==> src/rtl/ah_arb_pkg.sv <==
// Shared arbiter helpers: legality limits, pointer increment, one-hot decode.
// Latency: none (pure functions and types); backpressure: not applicable.
package ah_arb_pkg;

    localparam int ARB_MAX_N = 64;

    typedef enum logic [1:0] {
        ARB_IDLE = 2'd0,
        ARB_HOLD = 2'd1,
        ARB_PICK = 2'd2
    } arb_op_e;

    function automatic bit arb_n_legal(input int n);
        return (n >= 1) && (n <= ARB_MAX_N);
    endfunction

    // Wrap-safe increment: never yields a value >= n, even for non-power-of-2 n.
    function automatic int rr_next_ptr(input int p, input int n);
        return (p + 1 >= n) ? 0 : p + 1;
    endfunction

    function automatic logic [5:0] onehot_to_idx(input logic [ARB_MAX_N-1:0] oh);
        logic [5:0] idx;
        idx = '0;
        for (int i = 0; i < ARB_MAX_N; i++) begin
            if (oh[i]) idx = idx | 6'(i);
        end
        return idx;
    endfunction

endpackage

==> src/rtl/ah_rr_pick.sv <==
// Combinational rotated-priority picker: first set req at or after ptr, wrapping.
// Latency: combinational; backpressure: none (pure function of req and ptr).
module ah_rr_pick
    import ah_arb_pkg::*;
#(
    parameter int N   = 24,
    parameter int IDW = (N > 1) ? $clog2(N) : 1
) (
    input  logic [N-1:0]   req,
    input  logic [IDW-1:0] ptr,
    output logic           win_vld,
    output logic [IDW-1:0] win_id,
    output logic [N-1:0]   win_onehot
);

    logic [N-1:0] rot;
    logic [IDW:0] off;
    logic [IDW:0] sum;

    always_comb begin
        // Doubling the vector turns the wrapped search into a plain shift.
        rot = N'({req, req} >> ptr);
        off = '0;
        for (int i = N - 1; i >= 0; i--) begin
            if (rot[i]) off = (IDW+1)'(i);
        end
        sum = {1'b0, ptr} + off;
        if (sum >= (IDW+1)'(N)) sum = sum - (IDW+1)'(N);
        win_vld    = |req;
        win_id     = sum[IDW-1:0];
        win_onehot = win_vld ? (N'(1) << sum[IDW-1:0]) : '0;
    end

endmodule

==> src/rtl/ah_rr_arbiter_lock.sv <==
// Round-robin arbiter with per-requester grant lock and arbitration enable.
// Latency: req to registered grant in one cycle; backpressure: en low blocks new grants only.
module ah_rr_arbiter_lock
    import ah_arb_pkg::*;
#(
    parameter int N   = 24,
    parameter int IDW = (N > 1) ? $clog2(N) : 1
) (
    input  logic           clk,
    input  logic           rstn,
    input  logic [N-1:0]   req,
    input  logic [N-1:0]   lock,
    input  logic           en,
    output logic [N-1:0]   grant,
    output logic           grant_valid,
    output logic [IDW-1:0] grant_id
);

    localparam bit N_OK = arb_n_legal(N);

    if (!N_OK) begin : g_bad_n
        $error("ah_rr_arbiter_lock: N must be in 1..64");
    end

    logic [N-1:0]   grant_q;
    logic           grant_vld_q;
    logic [IDW-1:0] grant_id_q;
    logic [IDW-1:0] ptr_q;

    logic           win_vld;
    logic [IDW-1:0] win_id;
    logic [N-1:0]   win_onehot;
    arb_op_e        op;

    ah_rr_pick #(.N(N), .IDW(IDW)) u_pick (
        .req        (req),
        .ptr        (ptr_q),
        .win_vld    (win_vld),
        .win_id     (win_id),
        .win_onehot (win_onehot)
    );

    // grant_q is at most one-hot, so any overlap identifies the holder's own req & lock.
    always_comb begin
        op = ARB_IDLE;
        if (|(grant_q & req & lock)) op = ARB_HOLD;
        else if (en && win_vld)      op = ARB_PICK;
    end

    always_ff @(posedge clk or negedge rstn) begin
        if (!rstn) begin
            grant_q     <= '0;
            grant_vld_q <= 1'b0;
            grant_id_q  <= '0;
            ptr_q       <= '0;
        end else begin
            case (op)
                ARB_HOLD: ;
                ARB_PICK: begin
                    grant_q     <= win_onehot;
                    grant_vld_q <= 1'b1;
                    grant_id_q  <= win_id;
                    ptr_q       <= IDW'(rr_next_ptr(int'(win_id), N));
                end
                default: begin
                    grant_q     <= '0;
                    grant_vld_q <= 1'b0;
                end
            endcase
        end
    end

    assign grant       = grant_q;
    assign grant_valid = grant_vld_q;
    assign grant_id    = grant_id_q;

endmodule
==> config.mk <==
export PLATFORM = sky130hd
export DESIGN_NAME = ah_rr_arbiter_lock
export DESIGN_NICKNAME = d
export VERILOG_FILES = /design/src/rtl/ah_arb_pkg.sv /design/src/rtl/ah_rr_pick.sv /design/src/rtl/ah_rr_arbiter_lock.sv
export SDC_FILE = /design/constraint.sdc
export NUM_CORES = 1
export LEC_CHECK = 0
export BUFFER_PORTS_ARGS = -buffer_cell sky130_fd_sc_hd__buf_2
export CAP_MARGIN = 0
export CORE_AREA = 2 2 103 105
export DETAILED_ROUTE_END_ITERATION = 16
export DIE_AREA = 0 0 105 107
export REMOVE_ABC_BUFFERS = 1
export SLEW_MARGIN = 40
export SYNTH_ARGS = -nofsm -noshare
export SYNTH_HDL_FRONTEND = slang
export SYNTH_SLANG_ARGS = --single-unit
==> constraint.sdc <==
create_clock -name clk -period 4.93 [get_ports clk]
set_clock_uncertainty 0.2 [all_clocks]
set_input_delay 0.493 -clock clk [delete_from_list [all_inputs] [get_ports clk]]
set_output_delay 0.493 -clock clk [all_outputs]
set_load 0.01 [all_outputs]
==> results of run 1 <==
routing by layer:
layer	vias up	global-route usage	routed length [um]
met2	187	0.429	7100
met5	-	0	0
met4	0	0.0933	391
met1	2087	0.323	5670
met3	33	0.0274	953
li1	1914	-	-
cell usage after synthesis, drive strengths merged, types with 5 or more instances:
| library cell | instances | share of area |
|---|---|---|
| inv | 11 | 0.011 |
| mux4 | 27 | 0.17 |
| nor3 | 8 | 0.010 |
| o22ai | 10 | 0.016 |
| a21oi | 10 | 0.013 |
| a211oi | 5 | 0.0096 |
| mux2 | 28 | 0.081 |
| clkbuf | 12 | 0.011 |
| buf | 13 | 0.021 |
| ha | 11 | 0.035 |
| nor2 | 24 | 0.023 |
| a32o | 6 | 0.015 |
| dfrtp | 35 | 0.22 |
| mux2i | 43 | 0.11 |
| nand2 | 38 | 0.036 |
| nor4 | 7 | 0.011 |
| and3 | 5 | 0.0080 |
| nand3 | 23 | 0.029 |
| o21ai | 25 | 0.032 |
| a21o | 7 | 0.013 |
logic make-up after synthesis:
| logic type | synth area share |
|---|---|
| fa+ha+maj | 0.0402 |
| simple gates | 0.165 |
| mux | 0.357 |
| xor+xnor | 0.0112 |
| buf+inv | 0.0443 |
| compound gates | 0.158 |
| flops | 0.223 |
tightest hold or removal path: cells and delay by family (launching register included):
kind,cells,cell delay [ns]
AND/OR/NAND/NOR,1,0.06
AO/OA/AOI/OAI,1,0.05
flip-flops,1,0.35
worst max-delay path by stage:
stage | from | to | slack (ns) | depth (start not counted)
4_1_cts | ptr_q[1] | grant[0] | -0.17 | 18
5_1_grt | ptr_q[1] | grant[7] | -0.30 | 18
3_3_place_gp | req[2] | grant[0] | -0.21 | 19
2_1_floorplan | ptr_q[1] | grant[16] | -1.02 | 17
3_5_place_dp | req[17] | grant[0] | -0.39 | 19
6_report | ptr_q[1] | grant[0] | -0.16 | 21
sequential cells by signal, indices dropped and copies added (netlist names):
register,cells
grant,24
grant_id,5
ptr_q,5
grant_valid,1
layout make-up:
type	count	share of cell area
multi-input cells	338	0.576
repair buffers	176	0.216
flip-flops and latches	35	0.156
well taps	136	0.0302
clock buffers	7	0.0135
inverters	12	0.00799
clock inverters	1	0.000888
through the flow:
stage / total power [mW] / instances / utilization
after CTS: 4.11 / 701 / 0.523
after global placement: 3.62 / 683 / 0.496
after global routing: 4.97 / 705 / 0.559
after detailed placement: 3.65 / 683 / 0.496
final: 4.64 / 705 / 0.559
after floorplan: 2.44 / 385 / -
power breakdown:
part | internal [mW] | switching (mW)
clock | 0.0991 | 0.101
sequential | 0.372 | 0.0776
combinational | 1.90 | 2.10
total | 2.37 | 2.27
cells in the final DEF (no fill, tap or decap), drive strengths merged, types with 5 or more instances in the layout:
cell,netlist,final
inv,11,11
ha,11,11
nor4,7,7
o22ai,10,10
mux2,28,28
nor3,8,8
mux2i,43,43
a211oi,5,5
buf,13,175
clkbuf,12,7
a32o,6,6
nand2,38,38
o21ai,25,25
a21oi,10,10
nor2,24,24
nand3,23,23
dfrtp,35,35
mux4,27,27
a21o,7,7
and3,5,5
what timing repair did:
action | 4_1_cts | 5_1_grt
setup endpoints to repair | 29 | 31
setup buffers | 8 | 6
cloned | 2 | 0
resized for setup | 32 | 83
pin swaps | 11 | 27
endpoints found under the hold margin | 0 | 35
hold buffers | 0 | 1
==> results.md, run 1 <==
- The flow ran to the end, but the final reports show violations.
- The final reports fail on negative setup slack.
- The slew at the pin closest to its max-slew limit is 0.694 ns.
- The root buffer cell is sky130_fd_sc_hd__clkbuf_8.
- The worst slew margin relative to its limit is 0.532.
- Data on the critical path is required at its endpoint by 4.95 ns.
- The maximum clock frequency is 196 MHz.
- After routing the design area is 0.00564 mm^2.
- In this run the worst path has a maximum fanout of 8.
- The via count of the routed design is 4221.
- The leakage component of the power is 2.64 nW.
- The floorplan step set the die height to 107 um.
- The remaining antenna violation count is 0.
- The total congestion overflow after global routing is 0.
- The total CTS buffers is 5.
- The shortest clock period the worst path allows after layout is 5.09 ns.
- Synthesis handed over a netlist of 410 instances.
- 81 I/O pins were placed.
- On the critical path the largest part of the delay comes from multiplexers.
- The clock reaches the later pin of the worst-skew pair after 0.29 ns.
- The end of the worst register-to-register path is grant[0].
- In this run the deepest clock path goes through 2 buffers.
- The initial utilization of the core area, before any placement, comes to 0.389.
- The part of the Yosys area used for sequential elements is 0.223.
- The synthesis warning total is 0.
- The count of buffers from port buffering is 80.
- The endpoint kind of the worst setup timing path is a flip-flop.
- The critical path buffer and inverter count is 5.
- For flop-to-flop paths, the worst setup slack is -0.16 ns.
- VDD sags by at most 0.803 mV.
- The signal on the critical path passes through buf_12, buf_8, mux4_2, mux2_4, buf_4, mux2i_2, mux2i_1, buf_4, a21oi_1, nor3_1, a31o_2, ha_4, fa_2, a21o_1, a21oi_2, xnor2_2, buf_4, nor3_4, a21o_1, or4_4, o21ai_2.
- In the final layout, the share of cells above drive strength 1 is 0.520.
- Power spread over the standard cell area amounts to 823 mW/mm^2.
- The startpoint of the tightest hold check path is grant[10].
- The average wire length per cell after detail routing is 20.0 um.
- The via count of the first global-routing pass came to 4224.
- The final-report max-slew violation count was 0.
- The type of element launching the critical path is a flip-flop.
- TritonCTS built the clock tree.
- The source of the worst register-to-register timing path is ptr_q[1].
- The die covers 0.0112 mm^2.
- The global-route total usage across every layer is 0.249.
- The number of nets in the final layout is 631.
- The core region is 0.0101 mm^2.
- Summing all flip-flop and latch instances after layout gives 877 um^2.
- The area added between synthesis and finish is 43.7%.
- Summing every instance area after synthesis gives 0.00393 mm^2.
- Among all flip-flop cells after synthesis, the most frequent one is sky130_fd_sc_hd__dfrtp_1.
- The classification of the worst setup path is reg -> reg.
- The filler cells instantiated in the layout total 937.
- Detailed placement ended at an HPWL of 10.5 mm.
- Clock-pin slew was measured on the worst setup and hold paths at 0.07 ns.
- The H-tree was split into 2 levels.
- Once routing completed, OpenROAD measured the worst setup slack at -0.160 ns.
- 0 antenna diodes ended up in the layout.
- The worst hold path terminates at grant[10].
- Setup repair after global routing could not meet its margin everywhere.
- Data arrives at the worst endpoint at 5.11 ns.
- The slowest stage of the critical path belongs to the cell sky130_fd_sc_hd__or4_4.
- In the synthesized netlist the async set-or-reset flop fraction comes to 1.00.
- The via count normalized by instance count is 5.99.
- The worst hold-check path type is reg -> reg.
- The post-detailed-routing wire length is 14.1 mm.
- After detailed placement, the total cell area comes to 0.00501 mm^2.
- The reported max-cap violation count is 0.
- Yosys mapped a number of flops with a built-in enable equal to 0.
- The congestion estimate from routability-driven global placement came to 0.905.
- Setup violations remaining at the end of the flow were counted as 19.
- The area taken by multi-input logic gates is 0.00325 mm^2.
- Adding up every negative setup slack in the final design gives -1.60 ns.
- Entering global routing, the biggest net connects 36 pins.
- The smallest hold slack is 0.295 ns.
- In the finished design, the share of the clock period the worst path needs comes to 1.03.
- The largest single stage delay on the critical path is 0.58 ns.
- The initial antenna violation count is 0.
- Counting every sink on the clock net gives 35.
- Row generation in the floorplan step produced 37 rows.
- Before antenna repair, the detailed router went through 4 iterations.
- The flop and latch count out of synthesis is 35.
- Dividing the synthesized area by the synthesized cell count gives 9.57 um^2.
- The x dimension of the die is 105 um.
- Measured in cells, the most critical reg-to-reg path has a length of 21.
- The global-route wire length before repair is 22.1 mm.
- In this run, distinct cell masters in the synthesized netlist total 64.
- The first routing iteration left 235 violations.
- The DRC violation count after routing is 0.
- The minimum setup slack after placement is -0.394 ns.
- The library cell appearing most often on the critical path is sky130_fd_sc_hd__buf_4.
- The worst hold path was traced through 2 stages.
- The hold violation count in the final report was 0.
(Power assumes the default switching activity.)
==> run 2, diff against run 1 <==
CTS_BUF_LIST = sky130_fd_sc_hd__clkbuf_16   (was unset)
==> results.md, run 2 (same netlist as run 1, synthesis figures left out) <==
- The run finished, with violations left.
- The checks that failed: negative setup slack.
- The sum of negative setup slack is -1.51 ns (+0.0893 ns).
- The top cell types in the final layout, fill and taps aside, are 80 x sky130_fd_sc_hd__buf_4, 79 x sky130_fd_sc_hd__buf_2, 38 x sky130_fd_sc_hd__nand2_1.
- The leakage component of the power was 2.62 nW (-0.81%).
- The combinational fraction of design power is 0.837 (-0.023).
- The area added between synthesis and finish is 41.5%.
- The minimum setup slack after placement is -0.394 ns (unchanged).
- The total iterations of the first detailed-routing run came to 4 (unchanged).
- The x dimension of the die is 105 um (unchanged).
- The highest net fanout along the worst path is 7 (-1).
- The post-detailed-routing wire length is 13.8 mm (-2.0%).
- The average wire length per cell after detail routing is 19.8 um (-1.3%).
- The maximum clock frequency is 198 MHz (+0.78%).
- The remaining antenna violation count is 0 (unchanged).
- The global-route wire length before repair is 22.0 mm (-0.47%).
- The clock group share of total power is 0.064 (+0.021).
- The worst hold-check path type is reg -> reg.
- The required time of the critical path came to 4.94 ns (about the same).
- The detailed placement HPWL is 10.5 mm (unchanged).
- The switching power share of the total came to 0.481 (-0.00913).
- The sequential standard cell area is 877 um^2 (unchanged).
- The internal power summed over all cells is 2.36 mW (-0.21%).
- The number of nets in the final layout is 626 (-0.79%).
- The via count of the routed design came to 4092 (-3.1%).
- The via count of the first global-routing pass is 4174 (-1.2%).
- The global-route total usage across every layer is 0.247 (-0.00147).
- The clock tree from TritonCTS is done.
- The clock insertion delay at the later pin of the skew report is 0.27 ns (-0.02 ns).
- The total congestion overflow after global routing is 0 (unchanged).
- The fraction of the cycle the final worst path needs was 1.02 (-0.00804).
- The placer's final routability congestion estimate is 0.905 (unchanged).
- The met2 routed wirelength came to 6.93 mm (-2.5%).
- The maximum level of the CTS H-tree is 2 (unchanged).
- The clock net sink count is 35 (unchanged).
- The arrival time at the worst endpoint is 5.06 ns (-0.05 ns).
- The reported max-cap violation count came to 0 (unchanged).
- The antenna diode instance count was 0 (unchanged).
- The share of the core filled with cells is 0.550 (-0.00831).
- The met1 wire length was 5.87 mm (+3.4%).
- The classification of the worst setup path is reg -> reg.
- The commonest non-fill, non-tap cell in the layout is sky130_fd_sc_hd__buf_4.
- The total CTS buffers was 5 (unchanged).
- The final total power is 4.55 mW (-2.0%).
- The maximum clock path buffer count is 2 (unchanged).
- The part of the power in registers is 0.099 (+0.002).
- The initial cell density of the core is 0.389 (unchanged).
- The I/O pin count is 81 (unchanged).
- The area taken by multi-input logic gates is 0.00314 mm^2 (-3.4%).
- The number of fill cells is 939 (+0.21%).
- The final-report max-slew violation count came to 0 (unchanged).
- The worst slew margin relative to its limit is 0.506 (-0.0262).
- The number of flip-flops under the largest register name is 24 (unchanged).
- The reported net switching power came to 2.19 mW (-3.8%).
- The maximum number of pins on one net before global-route repair is 36 (unchanged).
- The clock transition time at the flip-flop clock pins of the worst setup and hold paths is 0.05 ns (-0.02 ns).
- The fraction of layout cells with a size suffix above 1 is 0.488 (-0.0326).
- The shortest clock period the worst path allows after layout is 5.05 ns (-0.0396 ns).
- The length of routed met3 wiring is 687 um (-28%).
- The hold violation count in the final report is 0 (unchanged).
- The largest voltage drop on the vdd net came to 0.766 mV (-4.7%).
- The non-filler instance count after layout came to 700 (-0.71%).
- After detailed routing, no signal wire sits above met4.
- The initial antenna violation count is 0 (unchanged).
- The core area was 0.0101 mm^2 (unchanged).
- The die outline height is 107 um (unchanged).
- The cell area power density is 819 mW/mm^2 (-0.49%).
- The via count normalized by instance count is 5.85 (-2.4%).
- The final setup violation count came to 19 (unchanged).
- The cell count after placement was 683 (unchanged).
- The DRC violation count after routing is 0 (unchanged).
- The die outline area is 0.0112 mm^2 (unchanged).
- The slew at the pin closest to its max-slew limit is 0.733 ns (+0.0388 ns).
- The tree is rooted in a sky130_fd_sc_hd__clkbuf_16.
- The number of rows in the core area is 37 (unchanged).
- The endpoint kind of the worst setup timing path is a flip-flop.
- The initial detailed-routing violation count is 254 (+8.1%).
- The final worst setup slack is -0.120 ns (+0.0396 ns).
- STA classifies the critical path startpoint as a flip-flop.
- Setup repair after global routing could not meet its margin everywhere.
- The count of buffers from port buffering came to 80 (unchanged).
[run 2: changes by cell type in the layout (fill, tap and decap cells not counted), sizes merged]
cell,delta
clkbuf,-2
buf,-5
inv,+2
[run 2: final timing paths]
| check | from | endpoint | slack (ns) | depth (start not counted) |
|---|---|---|---|---|
| worst min register to register | grant[10] | grant[10] | 0.30 | 2 |
| worst max register to register | ptr_q[1] | grant[22] | -0.12 | 21 |
| max in group asynchronous | rstn | ptr_q[1] | 3.69 | 2 |
| worst max-delay path | ptr_q[1] | grant[22] | -0.12 | 21 |
| min in group asynchronous | rstn | grant_id[0] | 0.51 | 2 |
| worst min-delay path | grant[10] | grant[10] | 0.30 | 2 |
[run 2: power groups by stage]
stage	Combinational [mW]	Clock, mW	Sequential, mW
2_1_floorplan	1.89	0	0.555
5_1_grt	4.12	0.309	0.462
6_report	3.81	0.290	0.450
4_1_cts	3.47	0.297	0.449
3_3_place_gp	3.17	0	0.443
3_5_place_dp	3.20	0	0.445
[run 2: final cells by class]
cell class	count	area share
Tap cell	136	0.0306
Inverter	12	0.00811
Clock inverter	3	0.00225
Timing Repair Buffer	171	0.214
Multi-Input combinational cell	338	0.565
Sequential cell	35	0.158
Clock buffer	5	0.0225
[run 2: metal layers]
layer / track usage / vias up
li1: - / 1906
met2: 0.432 / 159
met5: 0 / -
met3: 0.0213 / 28
met1: 0.323 / 1999
met4: 0.0838 / 0
[run 2: critical path, stage by stage (launching register included)]
cell and delay [ns]:
sky130_fd_sc_hd__dfrtp_2 0.47, sky130_fd_sc_hd__buf_12 0.14, sky130_fd_sc_hd__buf_16 0.12, sky130_fd_sc_hd__mux4_2 0.52, sky130_fd_sc_hd__mux2_2 0.34, sky130_fd_sc_hd__mux2i_4 0.17, sky130_fd_sc_hd__mux2i_1 0.14, sky130_fd_sc_hd__nor3b_2 0.20
sky130_fd_sc_hd__a211oi_2 0.24, sky130_fd_sc_hd__o22ai_1 0.10, sky130_fd_sc_hd__a31o_2 0.23, sky130_fd_sc_hd__ha_2 0.18, sky130_fd_sc_hd__fa_2 0.35, sky130_fd_sc_hd__a21o_1 0.18, sky130_fd_sc_hd__a21oi_2 0.18, sky130_fd_sc_hd__xnor2_2 0.17
sky130_fd_sc_hd__a2111oi_2 0.08, sky130_fd_sc_hd__a211o_1 0.26, sky130_fd_sc_hd__buf_6 0.14, sky130_fd_sc_hd__nor4_4 0.25, sky130_fd_sc_hd__buf_6 0.17, sky130_fd_sc_hd__a32o_1 0.17
[run 2: repair_timing]
item / in CTS / in global routing
buffers inserted: 6 / 3
hold buffers: 0 / 1
pin swaps: 20 / 27
setup endpoints to repair: 29 / 31
endpoints found under the hold margin: 0 / 21
gates resized for setup: 35 / 55
gates cloned: 2 / 0
[run 2: through the flow]
| step | hold WS [ns] | cell area (um^2) |
|---|---|---|
| floorplan | -0.00259 | 3800 |
| global placement | 0.266 | 5010 |
| detailed placement | 0.291 | 5010 |
| CTS | 0.112 | 5320 |
| global route | 0.331 | 5560 |
| finish | 0.302 | 5560 |
==> run 3, diff against run 2 <==
CORE_AREA = 2 2 111 113   (was 2 2 103 105)
DIE_AREA = 0 0 113 115   (was 0 0 105 107)
SETUP_SLACK_MARGIN = 0.05   (was unset)
SYNTH_HIERARCHICAL = 1   (was unset)
==> results.md, run 3 <==
- The flow ran to the end, but the final reports show violations.
- The final reports fail on negative setup slack.
- The maximum clock frequency is 186 MHz (-5.9%).
- The area fraction in and, or, nand and nor cells after synthesis is 0.215 (+0.0500).
- The area added between synthesis and finish is 42.9%.
- The mapped cell area is 0.00460 mm^2 (+17%).
- The depth of the worst register-to-register path is 21 (unchanged).
- Of all cell types, the one taking the most synthesized area is sky130_fd_sc_hd__dfrtp_1.
- The minimum setup slack after placement is -0.765 ns (-0.371 ns).
- The arrival time at the worst endpoint was 5.33 ns (+0.27 ns).
- The total congestion overflow after global routing came to 0 (unchanged).
- The remaining antenna violation count is 0 (unchanged).
- The min-delay analysis places its worst path in the category reg -> reg.
- The final setup violation count is 29 (+10).
- The area taken by multi-input logic gates is 0.00373 mm^2 (+19%).
- The source of the worst register-to-register timing path is ptr_q[0].
- Sorting the synthesized cells by how often they occur yields 42 x sky130_fd_sc_hd__nor2_1, 41 x sky130_fd_sc_hd__mux2_2, 35 x sky130_fd_sc_hd__dfrtp_1, 26 x sky130_fd_sc_hd__and3_1.
- The maximum level of the CTS H-tree is 2 (unchanged).
- The global-route wire length before repair is 26.6 mm (+21%).
- The total iterations of the first detailed-routing run came to 4 (unchanged).
- Traced cell by cell, the critical path runs through buf_8, mux4_2, a222oi_1, buf_4, o221ai_4, and2_4, o211a_1, o311a_1, o31a_1, ha_1, a21o_1, a21oi_2, buf_6, mux2i_2, o41ai_2, buf_4, buf_6, nand4b_1, nor2_1, and3_1, mux2_4.
- sky130_fd_sc_hd__nor2_1 is the most common cell in the netlist.
- The final-report max-slew violation count is 0 (unchanged).
- The die outline height is 115 um (+7.5%).
- The number of cells produced by synthesis is 465 (+13%).
- The DRC violation count after routing is 0 (unchanged).
- The multiplexer share of the synthesized area came to 0.393 (+0.0361).
- The maximum number of pins on one net before global-route repair was 36 (unchanged).
- The hold violation count in the final report is 0 (unchanged).
- The fraction of the cycle the final worst path needs is 1.09 (+0.0639).
- The share of async-settable or async-resettable flops after synthesis is 1.00 (unchanged).
- The placer's final routability congestion estimate is 0.968 (+6.9%).
- The number of distinct library cells after synthesis is 74 (+16%).
- The fraction of layout cells with a size suffix above 1 is 0.566 (+0.0783).
- The type of element launching the critical path is a flip-flop.
- The flop and latch count out of synthesis is 35 (unchanged).
- The minimum setup slack among reg-to-reg paths was -0.44 ns (-0.32 ns).
- The worst hold path stage count came to 1 (-1).
- The xor and xnor fraction of the mapped netlist area is 0.0114 (+0.000256).
- By area the synthesized netlist is led by sky130_fd_sc_hd__dfrtp_1 19%, sky130_fd_sc_hd__mux4_2 12%, sky130_fd_sc_hd__mux2_2 10%, sky130_fd_sc_hd__mux2_4 6.5%, sky130_fd_sc_hd__mux2i_1 5.4%.
- The endpoint kind of the worst setup timing path is a flip-flop.
- The synthesized area per cell is 9.90 um^2 (+3.4%).
- The required time of the critical path is 4.89 ns (-0.05 ns).
- The via count of the first global-routing pass is 4980 (+19%).
- The most used flip-flop cell after synthesis is sky130_fd_sc_hd__dfrtp_1.
- The clock net sink count is 35 (unchanged).
- The global-route total usage across every layer was 0.258 (+0.0110).
- The number of enable flip-flop cells after synthesis is 0 (unchanged).
- By area, the combinational part of the netlist is dominated by multiplexers.
- The sequential standard cell area is 877 um^2 (unchanged).
- The largest incremental delay on the critical path came to 0.52 ns (about the same).
- The highest net fanout along the worst path is 6 (-1).
- In the layout the commonest cells are 128 x sky130_fd_sc_hd__buf_4, 79 x sky130_fd_sc_hd__buf_2, 39 x sky130_fd_sc_hd__mux2_2, 39 x sky130_fd_sc_hd__nor2_1, 34 x sky130_fd_sc_hd__dfrtp_1.
- The total CTS buffers is 5 (unchanged).
- The maximum clock path buffer count is 2 (unchanged).
- The clock insertion delay at the later pin of the skew report came to 0.28 ns (about the same).
- The die outline area is 0.0130 mm^2 (+16%).
- The via count normalized by instance count is 6.04 (+3.3%).
- The x dimension of the die is 113 um (+7.6%).
- The clock tree from TritonCTS is done.
- The post-detailed-routing wire length came to 16.9 mm (+22%).
- The number of rows in the core area is 40 (+8.1%).
- The via count of the routed design came to 4922 (+20%).
- The commonest non-fill, non-tap cell in the layout is sky130_fd_sc_hd__buf_4.
- The initial antenna violation count was 0 (unchanged).
- The initial cell density of the core was 0.390 (+0.000914).
- The share of synthesized cell area in full adder, half adder and majority cells is 0.0234 (-0.0168).
- The I/O pin count is 81 (unchanged).
- The average wire length per cell after detail routing is 20.8 um (+5.0%).
- The number of nets in the final layout came to 726 (+16%).
- The shortest clock period the worst path allows after layout came to 5.37 ns (+0.315 ns).
- The master of the slowest instance on the critical path is sky130_fd_sc_hd__mux4_2.
- The compound-cell area share of the yosys netlist is 0.122 (-0.0364).
- The number of fill cells is 1053 (+12%).
- The detailed placement HPWL is 13.2 mm (+26%).
- The tree is rooted in a sky130_fd_sc_hd__clkbuf_16.
- The number of flip-flops under the largest register name was 24 (unchanged).
- The final worst setup slack is -0.435 ns (-0.315 ns).
- Setup repair after global routing could not meet its margin everywhere.
- The part of the Yosys area used for sequential elements was 0.190 (-0.0329).
- The worst setup path is of the reg -> reg kind.
- The count of buffers from port buffering came to 80 (unchanged).
- The clock transition time at the flip-flop clock pins of the worst setup and hold paths was 0.05 ns (about the same).
- The reported max-cap violation count is 0 (unchanged).
- The startpoint identified for the worst hold timing path is grant_valid.
- The slew at the pin closest to its max-slew limit came to 0.844 ns (+0.111 ns).
- In this run the critical register-to-register path is captured at grant[2].
- The worst slew margin relative to its limit is 0.437 (-0.0695).
- The core area was 0.0118 mm^2 (+17%).
- The terminating pin of the worst hold path is grant_valid.
- The portion of synthesized cell area occupied by the leading cell type is 0.190 (-0.0329).
- The initial detailed-routing violation count is 307 (+21%).
- The antenna diode instance count came to 0 (unchanged).
- The synthesis warning total is 6 (+6).
## run 3: metrics by stage
stage / std cells / TNS [ns] / utilization / cell area, um^2 / hold WS, ns
after floorplan: 436 / -50.45 / - / 4440 / -0.00259
after global placement: 791 / -16.92 / 0.511 / 6030 / 0.274
after detailed placement: 791 / -18.04 / 0.511 / 6030 / 0.284
after CTS: 810 / -10.02 / 0.546 / 6450 / 0.128
after global routing: 815 / -16.62 / 0.557 / 6580 / 0.332
final: 815 / -10.56 / 0.557 / 6580 / 0.294
## run 3: repair_timing
action / 4_1_cts / 5_1_grt
hold endpoints to repair: 0 / 11
hold buffers: 0 / 1
pin swaps: 31 / 20
endpoints found under the setup margin: 31 / 31
cloned: 1 / 0
setup buffers: 11 / 5
resized for setup: 52 / 23
## run 3: per-layer routing
layer,vias to the layer above,share of wire,track usage
met5,-,0,0
met4,0,0.037,0.109
met3,37,0.062,0.0300
met2,210,0.49,0.445
met1,2448,0.42,0.331
li1,2227,-,-
## run 3: how the worst max path moves through the flow
| stage | to | cells after the start | startpoint | slack [ns] |
|---|---|---|---|---|
| after global placement | grant[1] | 19 | req[9] | -0.68 |
| after detailed placement | grant[0] | 21 | ptr_q[0] | -0.76 |
| after CTS | grant[2] | 20 | ptr_q[0] | -0.42 |
| after global routing | grant[2] | 21 | ptr_q[0] | -0.65 |
| after floorplan | ptr_q[4] | 20 | ptr_q[0] | -1.74 |
| final | grant[2] | 21 | ptr_q[0] | -0.44 |
## run 3: cell type report
type	count	area share
inverter	11	0.00627
tap	147	0.0279
sequential	35	0.133
timing repair buffer	224	0.240
clock buffer	5	0.0190
clock inverter	3	0.00589
multi-input combinational	390	0.567
## run 3: logic make-up after synthesis
kind of cell / after synthesis
flops: 35
mux: 120
fa+ha+maj: 8
compound gates: 73
buf+inv: 40
simple gates: 183
xor+xnor: 6
## run 3: critical path, delay by kind of cell (launching register included)
| family | cells | cell delay [ns] |
|---|---|---|
| adders and majority gates | 1 | 0.29 |
| muxes | 3 | 0.85 |
| AOI/OAI and AO/OA | 8 | 1.96 |
| DFF | 1 | 0.45 |
| and+or+nand+nor | 4 | 0.67 |
| buffers and inverters | 5 | 0.82 |
Power of run 3 is not shown: default switching activity piles up to over one toggle a cycle in this logic, so the estimate is an artifact.
